[config.mk]
export PLATFORM = sky130hd
export DESIGN_NAME = lsu_axi_master
export DESIGN_NICKNAME = d
export VERILOG_FILES = /design/src/rtl/lsu_axi_master.sv
export SDC_FILE = /design/constraint.sdc
export NUM_CORES = 1
export LEC_CHECK = 0
export BUFFER_PORTS_ARGS = -buffer_cell sky130_fd_sc_hd__buf_2
export CAP_MARGIN = 5
export CORE_MARGIN = 2
export CORE_UTILIZATION = 42
export CTS_CLUSTER_SIZE = 8
export DETAILED_ROUTE_END_ITERATION = 10
export PLACE_DENSITY_LB_ADDON = 0.25
export SYNTH_ARGS = -nofsm -noshare
export SYNTH_HDL_FRONTEND = slang
export SYNTH_SLANG_ARGS = --single-unit
[constraint.sdc]
create_clock -name clk -period 4.91 [get_ports clk]
set_input_delay 0.7365 -clock clk [delete_from_list [all_inputs] [get_ports clk]]
set_output_delay 0.7365 -clock clk [all_outputs]
set_load 0.01 [all_outputs]
[src/rtl/lsu_axi_master.sv]
// Load/store unit AXI-lite style master.
// Accepts one pipeline access at a time, issues it on the AXI read or write
// channels, and reports completion with a single-cycle response pulse.
// A per-transaction cycle counter aborts a stalled access with an error.
//
// state | meaning
// ------+-------------------------------------------------------------
// IDLE  | ready for a new request; latches the access on req_valid
// RD    | AR issued until accepted, R accepted whenever it arrives
// WR    | AW and W issued together, B accepted at any time
// RESP  | one-cycle completion pulse with captured data / error flag
module lsu_axi_master #(
    parameter int TIMEOUT = 255
) (
    input  logic        clk,
    input  logic        reset,

    input  logic        req_valid,
    output logic        req_ready,
    input  logic        req_wen,
    input  logic [31:0] req_addr,
    input  logic [31:0] req_wdata,
    input  logic [31:0] req_len,
    input  logic        req_unsign,

    output logic        resp_valid,
    output logic [31:0] resp_rdata,
    output logic        resp_err,

    output logic        arvalid,
    output logic [31:0] araddr,
    output logic        load_unsign,
    input  logic        arready,

    input  logic        rvalid,
    input  logic [31:0] rdata,
    input  logic        rresp,
    output logic        rready,

    output logic        awvalid,
    output logic [31:0] awaddr,
    input  logic        awready,

    output logic        wvalid,
    output logic [31:0] wdata,
    output logic [31:0] len,
    input  logic        wready,

    input  logic        bvalid,
    output logic        bready
);

    // Counter only has to hold 0 .. TIMEOUT-1; the transition out of RD/WR
    // happens on the edge where it would reach TIMEOUT.
    localparam int CNT_W = (TIMEOUT < 2) ? 1 : $clog2(TIMEOUT);
    localparam logic [CNT_W-1:0] CNT_LAST = CNT_W'(TIMEOUT - 1);

    typedef enum logic [1:0] {
        S_IDLE = 2'd0,
        S_RD   = 2'd1,
        S_WR   = 2'd2,
        S_RESP = 2'd3
    } state_t;

    state_t state, state_nxt;

    logic [31:0]      addr_q;
    logic [31:0]      wdata_q;
    logic [31:0]      len_q;
    logic             unsign_q;
    logic [31:0]      rdata_q;
    logic             err_q;
    logic             ar_done;
    logic             aw_done;
    logic             w_done;
    logic             b_done;
    logic [CNT_W-1:0] cnt;

    logic accept;
    logic ar_hs;
    logic r_hs;
    logic aw_hs;
    logic w_hs;
    logic b_hs;
    logic wr_all;
    logic busy;
    logic tmo;

    // Handshake and completion terms shared by the FSM and the datapath.
    always_comb begin
        accept = (state == S_IDLE) && req_valid;
        ar_hs  = arvalid && arready;
        r_hs   = rvalid && rready;
        aw_hs  = awvalid && awready;
        w_hs   = wvalid && wready;
        b_hs   = bvalid && bready;
        // Handshakes in the current cycle count toward write completion.
        wr_all = (aw_done || aw_hs) && (w_done || w_hs) && (b_done || b_hs);
        busy   = (state == S_RD) || (state == S_WR);
        tmo    = busy && (cnt == CNT_LAST);
    end

    // State register.
    always_ff @(posedge clk or posedge reset) begin
        if (reset) begin
            state <= S_IDLE;
        end else begin
            state <= state_nxt;
        end
    end

    // Next-state logic; a completing handshake takes priority over timeout.
    always_comb begin
        state_nxt = state;
        case (state)
            S_IDLE: begin
                if (req_valid) begin
                    state_nxt = req_wen ? S_WR : S_RD;
                end
            end
            S_RD: begin
                if (r_hs || tmo) begin
                    state_nxt = S_RESP;
                end
            end
            S_WR: begin
                if (wr_all || tmo) begin
                    state_nxt = S_RESP;
                end
            end
            S_RESP: begin
                state_nxt = S_IDLE;
            end
            default: begin
                state_nxt = S_IDLE;
            end
        endcase
    end

    // Channel valids/readies and the response pulse, decoded from state.
    // req_ready is also gated by reset so nothing is offered while held.
    always_comb begin
        req_ready  = 1'b0;
        arvalid    = 1'b0;
        rready     = 1'b0;
        awvalid    = 1'b0;
        wvalid     = 1'b0;
        bready     = 1'b0;
        resp_valid = 1'b0;
        resp_rdata = 32'd0;
        resp_err   = 1'b0;
        case (state)
            S_IDLE: begin
                req_ready = !reset;
            end
            S_RD: begin
                arvalid = !ar_done;
                rready  = 1'b1;
            end
            S_WR: begin
                awvalid = !aw_done;
                wvalid  = !w_done;
                bready  = 1'b1;
            end
            S_RESP: begin
                resp_valid = 1'b1;
                resp_rdata = rdata_q;
                resp_err   = err_q;
            end
            default: begin
                req_ready = 1'b0;
            end
        endcase
    end

    // Request latch, channel-done flags, timeout counter and result capture.
    always_ff @(posedge clk or posedge reset) begin
        if (reset) begin
            addr_q   <= 32'd0;
            wdata_q  <= 32'd0;
            len_q    <= 32'd0;
            unsign_q <= 1'b0;
            rdata_q  <= 32'd0;
            err_q    <= 1'b0;
            ar_done  <= 1'b0;
            aw_done  <= 1'b0;
            w_done   <= 1'b0;
            b_done   <= 1'b0;
            cnt      <= '0;
        end else begin
            case (state)
                S_IDLE: begin
                    if (accept) begin
                        addr_q   <= req_addr;
                        wdata_q  <= req_wdata;
                        len_q    <= req_len;
                        unsign_q <= req_unsign;
                        rdata_q  <= 32'd0;
                        err_q    <= 1'b0;
                        ar_done  <= 1'b0;
                        aw_done  <= 1'b0;
                        w_done   <= 1'b0;
                        b_done   <= 1'b0;
                        cnt      <= '0;
                    end
                end
                S_RD: begin
                    cnt <= cnt + 1'b1;
                    if (ar_hs) begin
                        ar_done <= 1'b1;
                    end
                    if (r_hs) begin
                        rdata_q <= rdata;
                        err_q   <= !rresp;
                    end else if (tmo) begin
                        rdata_q <= 32'd0;
                        err_q   <= 1'b1;
                    end
                end
                S_WR: begin
                    cnt <= cnt + 1'b1;
                    if (aw_hs) begin
                        aw_done <= 1'b1;
                    end
                    if (w_hs) begin
                        w_done <= 1'b1;
                    end
                    if (b_hs) begin
                        b_done <= 1'b1;
                    end
                    rdata_q <= 32'd0;
                    if (wr_all) begin
                        err_q <= 1'b0;
                    end else if (tmo) begin
                        err_q <= 1'b1;
                    end
                end
                default: begin
                    cnt <= cnt;
                end
            endcase
        end
    end

    assign araddr      = addr_q;
    assign awaddr      = addr_q;
    assign wdata       = wdata_q;
    assign len         = len_q;
    assign load_unsign = unsign_q;

endmodule

Word-level counts from Yosys, hierarchy flattened
Index checks and enable logic that the tools add are counted.
{"block": "totals", "inputBits": 139, "latch_bits": 0, "memories": 0, "mem_bits_ro": 0, "regBits": 144, "output_inout_bits": 169, "elab_cells": 94, "mem_bits_rw": 0}
{"block": "op_classes", "n_addsub": 1, "div_mod_pow": 0, "n_lt_le_gt_ge": 0, "mul": 0, "n_shift": 0, "n_reduce_logical": 35, "n_eq_ne": 13, "muxes": 33, "n_bitwise": 0}
{"op": "$mux 32", "n": 4}
{"op": "$pmux 32 s3", "n": 1}
{"op": "$reduce_and 3->1", "n": 6}
{"op": "$mux 1", "n": 16}
{"op": "$pmux 8 s2", "n": 1}
{"op": "$ne 2x2->1 const B", "n": 6}
{"op": "$logic_and 1x1->1", "n": 9}
{"op": "$add 8x1->8 const B", "n": 1}
{"op": "$eq 8x8->1 const B", "n": 1}
{"op": "$mux 2", "n": 4}
{"op": "$mux 8", "n": 1}
{"op": "$pmux 1 s2", "n": 4}
{"op": "$pmux 2 s4", "n": 1}
{"op": "$logic_or 1x1->1", "n": 6}
{"op": "$reduce_and 2->1", "n": 3}
{"op": "$reduce_bool 2->1", "n": 3}
{"op": "$logic_not 1->1", "n": 5}
{"op": "$eq 2x2->1 const B", "n": 2}
{"op": "$ne 2x1->1 const B", "n": 2}
{"op": "$ne 3x3->1 const B", "n": 1}
{"op": "$pmux 1 s3", "n": 1}
{"op": "$reduce_bool 3->1", "n": 1}
{"op": "$eq 2x1->1 const B", "n": 1}
{"op": "$logic_not 2->1", "n": 1}
{"op": "$reduce_or 2->1", "n": 1}

Logic depth before layout (Yosys ltp)
{"block": "logic_depth", "word_depth": 9, "mapped_depth": 9}

Worst setup path after synthesis
OpenSTA, ideal clock, no wires.
{"block": "synth_timing", "kind": "register -> output", "startpoint": "register state[1]", "endpoint": "output arvalid", "required_ps": 4174, "arrival_time_ps": 1116, "path_stages_with_launch": 6, "setup_slack_ps": 3058, "cell_sequence": "dfrtp_1 > inv_1 > ha_1 > buf_2 > inv_1 > nor2_1"}
{"block": "synth_via", "elab_chain_len": 2}
{"item": "start, declared", "line_no": "65", "text": "state_t state, state_nxt;"}
{"item": "start signal, assigned", "line_no": "108", "text": "state <= state_nxt;"}
{"item": "$eq 2x1->1", "line_no": "152", "text": "case (state)"}
{"item": "$mux 1", "line_no": "152"}
{"item": "end, declared", "line_no": "30", "text": "output logic arvalid,"}
Every way passes these cells.

Worst setup path after layout
{"block": "layout_timing", "startpoint": "register state[0]", "endpoint": "output resp_rdata[3]"}
{"block": "layout_via", "elab_chain_len": 2}
{"item": "$eq 2x2->1", "line_no": "152"}
{"item": "$mux 32", "line_no": "152"}
{"item": "end, declared", "line_no": "27", "text": "output logic [31:0] resp_rdata,"}
Every way passes these cells.

==> impl_metrics.py <==
metrics = {
    "outcome": {
        "status": "finished clean",
    },
    "routing": {
        "wl_um": 15900,
        "dr.pass1.iters": 5,
        "via_count": 4867,
        "wire_per_inst_um": 16.2,
        "drt_iter0_drc": 206,
        "drcViolationCount": 0,
        "ant_nets": 0,
        "viasPerCell": 4.96,
    },
    "timing": {
        "fin_worst_skew_ps": 7.97,
        "setup_tns_ps": 0,
        "finalHoldViolCount": 0,
        "final-setup-viol-count": 0,
        "maxSlewViolCount": 0,
        "tightest_slew_ps": 972,
        "relSlewSlack_pct": 35.2,
        "period_share_pct": 56.0,
        "timing.fmax_mhz": 364,
        "min_period_ps": 2750,
        "rsz0062_at_grt": "false",
    },
    "yosys": {
        "avgSynthCellArea_um2": 12.2,
        "synthAdderAreaFrac_pct": 1.38,
        "synth_compound_area_share_pct": 5.49,
        "synth_xor_area_share_pct": 0.276,
        "synth-seq-area-share_pct": 56.8,
        "synth_top_family_by_area": "multiplexers",
        "syn_area_um2": 6340,
        "muxShareOfSynthArea_pct": 18.2,
        "synth.distinct_cells": 33,
        "syn_nets": 664,
        "yosys.area_share.simple_pct": 9.29,
        "ys_ff_latch": 144,
        "ys_warn_count": 0,
        "synth_cells": 518,
    },
    "floorplanning": {
        "die_area_um2": 16100,
        "die_x_um": 127,
        "rows": 44,
        "io_pins": 308,
        "core_um2": 14600,
        "die_h_um": 127,
        "start_util_pct": 43.3,
    },
    "final_layout": {
        "nNetsFinal": 932,
        "layout_common_cells": "buf_2, dfrtp_1, mux2_2",
        "final_common_cell": "buf_2",
        "fillCellCount": 1275,
        "final_util_pct": 57.3,
        "area_growth_pct": 32.3,
        "drive_above_1_share_pct": 55.9,
        "n_antenna_cell": 0,
        "stdcell_count": 982,
    },
    "clocking": {
        "clkTransAtPathRegs_ps": 60,
        "cts_max_path_buffers": 2,
        "htree_num_levels": 4,
        "tritoncts": "yes",
        "clock-root-buffer": "clkbuf_16",
        "ctsResizeCount": 0,
        "postCtsSetupBuffers": 0,
        "hold_buffers": 0,
        "clk_latency_ps": 410,
        "clock-sinks": 144,
        "numCtsBuffers": 17,
    },
    "worst_hold_path": {
        "min_path_cells": 1,
        "hp-class": "reg2reg",
        "hp-start": "len[30]$_DFFE_PP0P_",
        "worstHoldEndpoint": "len[30]$_DFFE_PP0P_",
    },
    "place": {
        "gp_congestion": 0.777,
        "port_buffers": 307,
        "dp_hpwl_um": 11600,
        "dp.cells": 951,
    },
    "critical_path": {
        "r2r-start": "state[0]$_DFFE_PP0P_",
        "r2r-end": "araddr[20]$_DFFE_PP0P_",
        "crit_path_end_kind": "output port",
        "arrival_ps": 2010,
        "r2r_slack_ps": 2310,
        "startpoint_type": "register",
        "worstPathMaxFanout": 35,
        "required_ps": 4170,
        "r2r_cells": 5,
        "critPathKind": "reg2out",
    },
    "power": {
        "powerDensity_nw_per_um2": 681,
        "irDropWorstVdd_v": 0.000344,
        "p_leak_nw": 4.25,
    },
    "job": {
        "drv_cap": 0,
    },
    "global_route": {
        "grt_pass1_vias": 4954,
        "grt_first_pass_wirelength_um": 25000,
        "grt_util_all_layers_pct": 19.8,
        "grt_max_degree": 105,
        "grt_overflow": 0,
        "grt_antenna_before_repair": 1,
    },
}
[synthesized netlist by cell type]
| cell | n | area share, % |
|---|---|---|
| o22ai_1 | 1 | 0.099 |
| ha_1 | 7 | 1.4 |
| o21ai_0 | 13 | 1.0 |
| nand2_2 | 1 | 0.099 |
| o2bb2ai_1 | 1 | 0.14 |
| clkbuf_1 | 9 | 0.53 |
| nand3_1 | 3 | 0.24 |
| nor3b_1 | 1 | 0.12 |
| o21ba_2 | 1 | 0.16 |
| inv_1 | 38 | 2.2 |
| o31a_4 | 1 | 0.28 |
| buf_2 | 14 | 1.1 |
| mux2i_1 | 5 | 0.79 |
| o311ai_0 | 1 | 0.14 |
| nor2_1 | 6 | 0.36 |
| buf_4 | 39 | 4.6 |
| a21oi_1 | 10 | 0.79 |
| dfrtp_1 | 144 | 57 |
| mux2_2 | 97 | 17 |
| nand2_1 | 12 | 0.71 |
| or3_1 | 1 | 0.099 |
| mux2i_2 | 1 | 0.22 |
| nand2b_4 | 1 | 0.22 |
| nor4_2 | 1 | 0.20 |
| o21ai_1 | 31 | 2.4 |
| a22o_1 | 2 | 0.28 |
| nor3_1 | 2 | 0.16 |
| nand2b_1 | 2 | 0.20 |
| a221oi_1 | 1 | 0.14 |
| nor2b_1 | 4 | 0.39 |
| nand4_1 | 33 | 3.3 |
| and2_1 | 33 | 3.3 |
| xnor2_1 | 2 | 0.28 |
[metal layers]
metal,vias up,global-route usage [%],share of wire (%),routed length [um]
li1,2276,-,-,-
met1,2361,22.3,38,6060
met2,196,34.3,52,8210
met3,32,5.95,7.0,1110
met4,2,9.57,3.2,502
met5,-,0,0.076,12
[cell families after synthesis]
group	count (synthesis)
flip-flops	144
buffers and inverters	100
adder cells (fa/ha/maj)	7
multiplexers	103
AO/OA/AOI/OAI	62
XOR/XNOR	2
AND/OR/NAND/NOR	100
[where the power goes]
part | leakage [nW] | internal (mW) | switching (mW) | total (mW)
Sequential | 1.78 | 1.74 | 0.321 | 2.06
Combinational | 2.16 | 1.05 | 1.23 | 2.27
Clock | 0.309 | 0.902 | 0.476 | 1.38
Total | 4.25 | 3.69 | 2.02 | 5.71
[worst max-delay path by stage]
| stage | startpoint | endpoint | depth (start not counted) |
|---|---|---|---|
| global route | state[0]$_DFFE_PP0P_ | resp_rdata[5] | 3 |
| finish | state[0]$_DFFE_PP0P_ | resp_rdata[3] | 3 |
| detailed placement | req_valid | araddr[20]$_DFFE_PP0P_ | 4 |
| global placement | req_valid | araddr[12]$_DFFE_PP0P_ | 4 |
| floorplan | reset | ar_done$_DFFE_PP0P_ | 1 |
| CTS | state[0]$_DFFE_PP0P_ | resp_rdata[3] | 3 |
[final cells by class]
| cell class | count | area [um^2] | area share (%) |
|---|---|---|---|
| repair buffers | 311 | 1570 | 18.7 |
| clock inverters | 9 | 154 | 1.83 |
| well taps | 184 | 230 | 2.74 |
| flip-flops and latches | 144 | 3600 | 42.9 |
| clock buffers | 22 | 484 | 5.77 |
| multi-input cells | 274 | 2210 | 26.3 |
| inverters | 38 | 148 | 1.76 |
[critical path: stages, from the launching register on]
cell,delay [ps]
dfrtp_1,380
ha_1,810
and2_1,240
buf_2,170
[state kept, by name, summed over array words and instances, names as in the netlist]
signal	cells
w_done	1
err_q	1
aw_done	1
cnt	8
rdata_q	32
ar_done	1
araddr	32
state	2
wdata	32
load_unsign	1
len	32
b_done	1
[through the flow]
stage / instance area (um^2) / power [mW] / hold slack, ps / worst slack (ps)
after global placement: 7750 / 4.29 / 484 / 2330
after floorplan: 6340 / 3.65 / 490 / 307
final: 8390 / 5.71 / 498 / 2160
after global routing: 8390 / 6.09 / 506 / 1980
after CTS: 8390 / 5.79 / 502 / 2090
after detailed placement: 7750 / 4.39 / 488 / 2290
(Power assumes the default switching activity.)
